## src/rtl/ps4_pkg.sv

```systemverilog
// Shared helpers for the priority selector tree.
package ps4_pkg;

  localparam int DEFAULT_WIDTH = 4;

  // Width of a binary index that can address every request line.
  function automatic int idxWidth(input int width);
    return $clog2(width);
  endfunction

endpackage

```

## src/rtl/ps4_ps2.sv

```systemverilog
// Two-input priority cell: the upper request beats the lower one.
module ps2 (
  input  logic [1:0] req,
  input  logic       en,
  output logic [1:0] gnt,
  output logic       req_any
);

  // Upper input wins whenever it requests. Lower input is masked by the upper request.
  always_comb begin
    gnt[1]  = en & req[1];
    gnt[0]  = en & req[0] & ~req[1];
    req_any = |req;
  end

endmodule

```

## src/rtl/ps4.sv

```systemverilog
// Fixed-priority selector: highest-indexed request wins, with a one-hot grant.
// The grant is built as a tree of ps2 cells. Request-any signals flow up the
// tree, and the enable flows down from the root, so WIDTH scales by adding levels.
module ps4 import ps4_pkg::*; #(
  parameter  int WIDTH = DEFAULT_WIDTH,
  localparam int IDX_W = idxWidth(WIDTH)
) (
  input  logic             clock,
  input  logic             reset,
  input  logic [WIDTH-1:0] req,
  input  logic             en,
  output logic [WIDTH-1:0] gnt,
  output logic             gnt_any,
  output logic             req_any,
  output logic [IDX_W-1:0] gnt_idx,
  output logic [WIDTH-1:0] gnt_q,
  output logic             gnt_any_q
);

  logic [WIDTH-1:0] w_gnt;
  logic [IDX_W-1:0] w_idx;
  logic [WIDTH-1:0] r_gnt;
  logic             r_gnt_any;

  // Level 0 sits at the leaves and sees the raw requests. Level IDX_W-1 is the
  // root and receives the global enable. Each cell's grant outputs become the
  // enables of the two cells below it. A subtree is therefore enabled only when
  // its parent is enabled and its upper sibling has no request.
  for (genvar l = 0; l < IDX_W; l++) begin : gen_lvl
    localparam int CELLS = WIDTH >> (l + 1);

    logic [2*CELLS-1:0] w_req;
    logic [2*CELLS-1:0] w_cellGnt;
    logic [CELLS-1:0]   w_en;
    logic [CELLS-1:0]   w_any;

    if (l == 0) begin : gen_leafReq
      assign w_req = req;
    end else begin : gen_innerReq
      assign w_req = gen_lvl[l-1].w_any;
    end

    if (l == IDX_W - 1) begin : gen_rootEn
      assign w_en = en;
    end else begin : gen_innerEn
      assign w_en = gen_lvl[l+1].w_cellGnt;
    end

    for (genvar c = 0; c < CELLS; c++) begin : gen_cell
      ps2 u_cell (
        .req     (w_req[2*c+1:2*c]),
        .en      (w_en[c]),
        .gnt     (w_cellGnt[2*c+1:2*c]),
        .req_any (w_any[c])
      );
    end
  end

  assign w_gnt   = gen_lvl[0].w_cellGnt;
  assign req_any = gen_lvl[IDX_W-1].w_any[0];

  // The grant is at most one-hot, so OR-ing together the index of every set bit
  // gives the encoded position. With no grant, the result is 0.
  always_comb begin
    w_idx = '0;
    for (int i = 0; i < WIDTH; i++) begin
      if (w_gnt[i]) begin
        w_idx = w_idx | IDX_W'(i);
      end
    end
  end

  // Registered copy for pipelined consumers. It is cleared asynchronously by reset.
  always_ff @(posedge clock or posedge reset) begin
    if (reset) begin
      r_gnt     <= '0;
      r_gnt_any <= 1'b0;
    end else begin
      r_gnt     <= w_gnt;
      r_gnt_any <= |w_gnt;
    end
  end

  assign gnt       = w_gnt;
  assign gnt_any   = |w_gnt;
  assign gnt_idx   = w_idx;
  assign gnt_q     = r_gnt;
  assign gnt_any_q = r_gnt_any;

endmodule

```

## config.mk

```make
export PLATFORM = sky130hd
export DESIGN_NAME = ps4
export DESIGN_NICKNAME = d
export VERILOG_FILES = /design/src/rtl/ps4_pkg.sv /design/src/rtl/ps4_ps2.sv /design/src/rtl/ps4.sv
export SDC_FILE = /design/constraint.sdc
export NUM_CORES = 1
export LEC_CHECK = 0
export BUFFER_PORTS_ARGS = -buffer_cell sky130_fd_sc_hd__buf_2
export CAP_MARGIN = 30
export CORE_AREA = 8 8 45 47
export CTS_BUF_LIST = sky130_fd_sc_hd__clkbuf_16
export DETAILED_ROUTE_END_ITERATION = 16
export DIE_AREA = 0 0 53 55
export HOLD_SLACK_MARGIN = 0.05
export SLEW_MARGIN = 40
export SYNTH_ARGS = -nofsm -noshare
export SYNTH_HDL_FRONTEND = slang
export SYNTH_SLANG_ARGS = --single-unit
```

## constraint.sdc

```tcl
create_clock -name clock -period 1.7 [get_ports clock]
set_input_delay 0.085 -clock clock [delete_from_list [all_inputs] [get_ports clock]]
set_output_delay 0.085 -clock clock [all_outputs]
set_load 0.005 [all_outputs]
```

==> metrics.yaml, run 1 <==
drt-pass1-iter-count: 2
antenna_found_initial: 0
cts_tree: "done"
fin_crit_ps: 1100
coreArea_um2: 1380
finalCoreUtilization_pct: 30.0
setup_tns_ps: 0
holdPathStages: 2
globalplace.congestion: 0.651
max_slew_margin_pct: 83.0
clkSlewWorstSetupHoldPaths_ps: 30
hold_ws_ps: 109
synth_ff_type: "dfrtp_1"
cts_resized: 0
ioPinCount: 20
stdcell_area_um2: 415
place_inst: 52
synth.distinct_cells: 12
synth_edf_count: 0
max-cap-violations: 0
grt_pass1_vias: 245
rsz0062_at_grt: "no"
synth_area_leaders: "dfrtp_1 59%, o21a_1 7.1%, and4b_2 5.3%"
drcViolationCount: 0
drive_above_1_share_pct: 65.9
h-tree-depth: 1
drv_slew: 0
syn_avg_cell_area_um2: 12.4
yosys_warnings: 0
yosys.area.top_type_share_pct: 59.2
top_layer_used: "met3"
ys_seq_area_share_pct: 59.2
p_leak_nw: 0.236
cp_max_fo: 2
synth_most_common_cell: "dfrtp_1"
cp-start-kind: "input pin"
cts.hold.buffers_added: 1
grt_max_degree: 8
cts_sinks: 5
cts_setup_buffers: 0
nFillCells: 156
setup_viol: 0
synth_top_area_cell: "dfrtp_1"
routed-wl-met3_um: 182
clock-root-buffer: "clkbuf_16"
synth_cells: 17
critical_path_class: "input pin to output port"
status: "completed"
met1_length_um: 281
wl_met2_um: 177
holdCritPathClass: "input pin to register"
vias: 216
ys_seq_elements: 5
synth_fp_nets: 24
antenna_left: 0
die_width_um: 53
pre_cts_ws_ps: 602
viasPerCell: 3.79
syn_area_um2: 211
fin_crit_sh_pct: 64.4
async_flop_share_pct: 100
die-height_um: 55
cp.required_ps: 1620
p_total_mw: 0.540
arrival_ps: 1010
io_buffers: 19
postPlaceCellArea_um2: 327
drtIter0Drc: 1
wl_per_cell_um: 11.2
p_per_area_nw_per_um2: 1300
hold-path-endpoint: "gnt_q[1]$_DFF_PP0_"
worstHoldStart: "req[2]"
final_hold_viol_count: 0
fin_cells: 57
row_count: 14
grt.total_usage_pct: 5.37
dieArea_um2: 2920
diodes: 0
cts_made_buffers: 3
ir_drop_mv: 0.348
start_util_pct: 15.3
syn_to_final_growth_pct: 96.4
synth_commonest_cells: "5 x dfrtp_1, 2 x o21a_1"
final_nets: 49
worst_setup_path_end_kind: "output port"
fmax_mhz: 913
tightest_slew_ps: 252
grt_pass1_wl_mm: 1.04
drt-total-wl_um: 641
grt-ovfl-total: 0
clockBufferDepth: 2
setup_slack_ps: 605
-- layout by cell type (no fill, tap or decap) --
cell type      instances
nor2b_1                1
and3b_2                1
nand2_1                1
nor2_1                 1
nor3_1                 1
dlygate4sd3_1          1
clkbuf_16              3
buf_2                 19
and2_4                 1
and4b_2                1
or4_4                  1
inv_1                  2
o21a_1                 2
and2_2                 1
dfrtp_1                5
-- power by group --
group | leakage (nW) | switching, mW | internal (mW) | total, mW
clock | 0.0423 | 0.0679 | 0.304 | 0.372
combinational | 0.128 | 0.0203 | 0.0229 | 0.0432
sequential | 0.0657 | 0.00100 | 0.124 | 0.125
total | 0.236 | 0.0891 | 0.451 | 0.540
-- how the worst max path moves through the flow --
stage	startpoint	slack (ps)	endpoint
after floorplan	req[0]	800	gnt_any_q$_DFF_PP0_
after global routing	req[1]	580	gnt_any
after detailed placement	req[0]	600	gnt_any
after CTS	req[0]	600	gnt_any
after global placement	req[1]	600	gnt_any
final	req[0]	600	gnt_any
-- cell type report --
cell class              count  area [µm²]  area share, %
well taps                  16        20.0           4.82
flip-flops and latches      5         125           30.1
inverters                   1        3.75          0.904
repair buffers             20         105           25.3
multi-input cells          11        82.6           19.9
clock buffers               3        75.1           18.1
clock inverters             1        3.75          0.904
-- flip-flops by register name (all words and copies together) (netlist names) --
register   count
gnt_any_q      1
gnt_q          4
-- logic make-up (layout without fill, tap and decap cells) --
| family | after synthesis | after routing | synth area share (%) |
|---|---|---|---|
| AOI/OAI and AO/OA | 2 | 2 | 7.10 |
| buffers and inverters | 1 | 25 | 1.77 |
| DFF | 5 | 5 | 59.2 |
| and+or+nand+nor | 9 | 9 | 32.0 |
-- routing by layer --
metal / track usage (%) / up-vias
li1: - / 107
met1: 5.52 / 89
met2: 4.49 / 20
met3: 6.42 / 0
met4: 6.47 / 0
met5: 0 / -
-- critical path: stages --
cell    delay [ps]
buf_2          100
or4_4          530
and2_4         170
buf_2          120
No activity file was read; power rests on OpenSTA's default activity.
==> run 2, diff against run 1 <==
ABC_AREA = 1   (was default)
clock period = 0.98 ns   (was 1.7 ns; I/O delays follow)
==> metrics.yaml, run 2 <==
status: "completed"
layout_commonest_cell: "buf_2"
setup_viol: 0
max_slew_margin_pct: 83.7
cts_tree: "done"
worst_setup_path_end_kind: "output port"
antenna_found_initial: 0
place_inst: 57
stdcell_area_um2: 407
critical_path_class: "register to output port"
synth_area_leaders: "dfrtp_1 62%, inv_1 9.3%, nand2_1 9.3%"
grt_max_degree: 6
synth_top_area_cell: "dfrtp_1"
synth_edf_count: 0
synth_cells: 22
p_leak_nw: 0.254
drt-pass1-iter-count: 2
grt_pass1_vias: 253
coreArea_um2: 1380
diodes: 0
largest_reg_flops: 4
place_hpwl_um: 582
syn_area_um2: 203
clkSlewWorstSetupHoldPaths_ps: 30
antenna_left: 0
postPlaceCellArea_um2: 318
dieArea_um2: 2920
fin_crit_ps: 746
tightest_slew_ps: 244
multi_input_area_um2: 58.8
synth_ff_type: "dfrtp_1"
syn_to_final_growth_pct: 101
die_width_um: 53
drcViolationCount: 0
cp_top_family: "flip-flops"
fin_cells: 62
cp-start-kind: "register"
synth_commonest_cells: "5 x dfrtp_1, 5 x inv_1, 5 x nand2_1"
synth.distinct_cells: 8
cts_sinks: 5
die-height_um: 55
final_nets: 54
yosys_warnings: 0
wl_per_cell_um: 10.9
clockBufferDepth: 2
ys_seq_area_share_pct: 61.7
drt-total-wl_um: 676
h-tree-depth: 1
row_count: 14
most-common-layout-cells: "19 x buf_2, 6 x inv_1, 5 x nand2_1, 5 x dfrtp_1"
grt_pass1_wl_mm: 1.11
io_buffers: 19
yosys.area.top_type_share_pct: 61.7
holdPathStages: 2
clock-root-buffer: "clkbuf_16"
vias: 221
grt-ovfl-total: 0
synth_fp_nets: 29
grt.total_usage_pct: 5.76
path_buf_inv: 1
fmax_mhz: 1340
async_flop_share_pct: 100
holdCritPathClass: "input pin to register"
fin_crit_sh_pct: 76.1
cp_max_fo: 1
cp_slowest_cell: "dfrtp_1"
nFillCells: 152
globalplace.congestion: 0.665
cts_made_buffers: 3
rsz0062_at_grt: "no"
pre_cts_ws_ps: 283
viasPerCell: 3.56
drv_slew: 0
syn_avg_cell_area_um2: 9.21
seq_area_um2: 125
cts_resized: 0
worstHoldStart: "req[3]"
final_hold_viol_count: 0
start_util_pct: 14.6
cp.required_ps: 930
arrival_ps: 700
max-cap-violations: 0
setup_slack_ps: 234
hold-path-endpoint: "gnt_q[2]$_DFF_PP0_"
ioPinCount: 20
setup_tns_ps: 0
drtIter0Drc: 3
cp_cell_sequence: "buf_2"
ir_drop_mv: 0.657
cp_slowest_stage_delay_ps: 350
p_per_area_nw_per_um2: 2310
drive_above_1_share_pct: 50.0
ys_seq_elements: 5
[run 2: cell types whose count changed after synthesis, moves of 2 or more]
cell	before	now
nor2_1	1	3
inv_1	1	5
nand2_1	1	5
o21a_1	2	0
[run 2: final cells by class]
class / instances / area share (%)
flip-flops and latches: 5 / 30.8
inverters: 5 / 4.62
multi-input cells: 12 / 14.5
clock inverters: 1 / 0.923
well taps: 16 / 4.92
clock buffers: 3 / 18.5
repair buffers: 20 / 25.8
[run 2: stage by stage]
step	hold slack, ps	util, %	total power [mW]
6_report	67.1	29.4	0.938
5_1_grt	86.7	29.4	0.981
4_1_cts	69.3	29.4	0.952
3_5_place_dp	-48.1	23.0	0.292
3_3_place_gp	-50.9	23.0	0.291
2_1_floorplan	-172	-	0.246
[run 2: per-layer routing]
layer  vias to the layer above  track usage, %  part of all wire (%)  wire length, µm
li1                        112               -                     -                -
met1                        96            5.53                    43              289
met2                        13            6.84                    47              317
met3                         0            3.48                    10               69
met4                         0            9.05                     0                0
met5                         -               0                     0                0
[run 2: worst max path at each step]
stage / depth (start not counted) / from / to / slack (ps)
floorplan: 2 / en / gnt_q[2]$_DFF_PP0_ / 520
global placement: 5 / req[3] / gnt[0] / 300
detailed placement: 5 / req[3] / gnt[0] / 280
CTS: 1 / gnt_q[1]$_DFF_PP0_ / gnt_q[1] / 230
global route: 4 / en / gnt[2] / 180
finish: 1 / gnt_any_q$_DFF_PP0_ / gnt_any_q / 230
[run 2: timing repair]
action	CTS	global route
hold endpoints to repair	5	0
hold buffers	1	0
setup buffers	0	0
setup endpoints to repair	0	0
[run 2: logic make-up (layout without fill, tap and decap cells)]
group           Yosys count  count (layout)  synth area share, %
simple gates             11              11                 26.5
flops                     5               5                 61.7
compound gates            1               1                 2.47
buf+inv                   5              29                 9.26
[run 2: report_power, final]
group          total, mW  switching (mW)  internal [mW]  leakage (nW)
clock              0.648           0.121          0.527        0.0423
combinational     0.0732          0.0393         0.0339         0.146
sequential         0.217         0.00171          0.216        0.0657
total              0.938           0.162          0.777         0.254
==> run 3, diff against run 2 <==
clock period = 0.8 ns   (was 0.98 ns; I/O delays follow)
==> metrics.yaml, run 3 (synthesis gave the netlist of run 2 again) <==
layout_commonest_cell: "buf_2"
ioPinCount: 20
status: "completed"
die_width_um: 53
ir_drop_mv: 0.648
h-tree-depth: 1
final_hold_viol_count: 0
antenna_left: 0
setup_tns_ps: 0
die-height_um: 55
vias: 221
max_slew_margin_pct: 84.9
hold_ws_ps: 47.5
holdCritPathClass: "input pin to register"
critical_path_class: "register to output port"
cts_tree: "done"
grt_max_degree: 6
cp_max_fo: 1
final_nets: 54
clock-root-buffer: "clkbuf_16"
tightest_slew_ps: 226
antenna_found_initial: 0
cp_cell_sequence: "buf_2"
largest_reg_flops: 4
diodes: 0
fin_crit_sh_pct: 91.6
cp.required_ps: 760
clockBufferDepth: 2
grt_pass1_wl_um: 966
drive_above_1_share_pct: 50.0
drcViolationCount: 0
coreArea_um2: 1380
wl_per_cell_um: 10.4
max-cap-violations: 0
clkSlewWorstSetupHoldPaths_ps: 30
p_per_area_nw_per_um2: 2830
rsz0062_at_grt: "no"
p_total_mw: 1.15
dieArea_um2: 2920
cts_made_buffers: 3
worstHoldStart: "req[3]"
fin_crit_ps: 733
drt-pass1-iter-count: 2
cp-start-kind: "register"
drt-total-wl_um: 647
cp_top_family: "flip-flops"
viasPerCell: 3.56
holdPathStages: 2
place_hpwl_um: 557
cts_sinks: 5
start_util_pct: 14.6
io_buffers: 19
globalplace.congestion: 0.623
grt-ovfl-total: 0
row_count: 14
arrival_ps: 690
path_buf_inv: 1
cp_slowest_cell: "dfrtp_1"
setup_viol: 0
most-common-layout-cells: "19 x buf_2, 6 x inv_1, 5 x nand2_1, 5 x dfrtp_1"
syn_to_final_growth_pct: 101
drtIter0Drc: 3
worst_setup_path_end_kind: "output port"
hold-path-endpoint: "gnt_q[2]$_DFF_PP0_"
p_leak_nw: 0.254
grt_pass1_vias: 227
cp_slowest_stage_delay_ps: 350
grt.total_usage_pct: 5.16
fmax_mhz: 1360
drv_slew: 0
## run 3: cell counts in the layout (fill, tap and decap cells not counted)
No cell type changed its count.
## run 3: worst max path at each step
stage	from	end	slack, ps	cells after the start
global route	gnt_q[3]$_DFF_PP0_	gnt_q[3]	40	1
detailed placement	req[3]	gnt[0]	110	5
global placement	en	gnt[2]	120	4
finish	gnt_any_q$_DFF_PP0_	gnt_any_q	70	1
floorplan	en	gnt_q[2]$_DFF_PP0_	350	2
CTS	gnt_any_q$_DFF_PP0_	gnt_any_q	60	1
## run 3: cell type report
type,count,area (µm²)
flip-flops and latches,5,125
inverters,5,18.8
clock buffers,3,75.1
well taps,16,20.0
fillers,156,977
multi-input cells,12,58.8
clock inverters,1,3.75
repair buffers,20,105
## run 3: layer usage
metal  global-route usage [%]  wire, µm  up-vias  part of all wire [%]
met5                        0         0        -                     0
met1                     4.78       248       90                    38
met2                     5.66       268       15                    41
met4                     10.3        27        0                   4.2
li1                         -         -      114                     -
met3                     2.67       102        2                    16
## run 3: per-stage QoR
stage	worst slack [ps]	instance area [µm²]	std cells	util, %
4_1_cts	58.9	407	62	29.4
2_1_floorplan	350	203	22	-
3_3_place_gp	117	318	57	23.0
3_5_place_dp	111	318	57	23.0
6_report	67.1	407	62	29.4
5_1_grt	43.8	407	62	29.4
## run 3: repair_timing
item	in CTS	in global routing
resized for setup	0	0
hold buffers	1	0
hold endpoints to repair	6	0
buffers inserted	0	0
## run 3: power by group
group	internal, mW	total (mW)	switching (mW)
Clock	0.646	0.795	0.149
Combinational	0.0416	0.0887	0.0471
Sequential	0.264	0.266	0.00189
Total	0.951	1.15	0.198
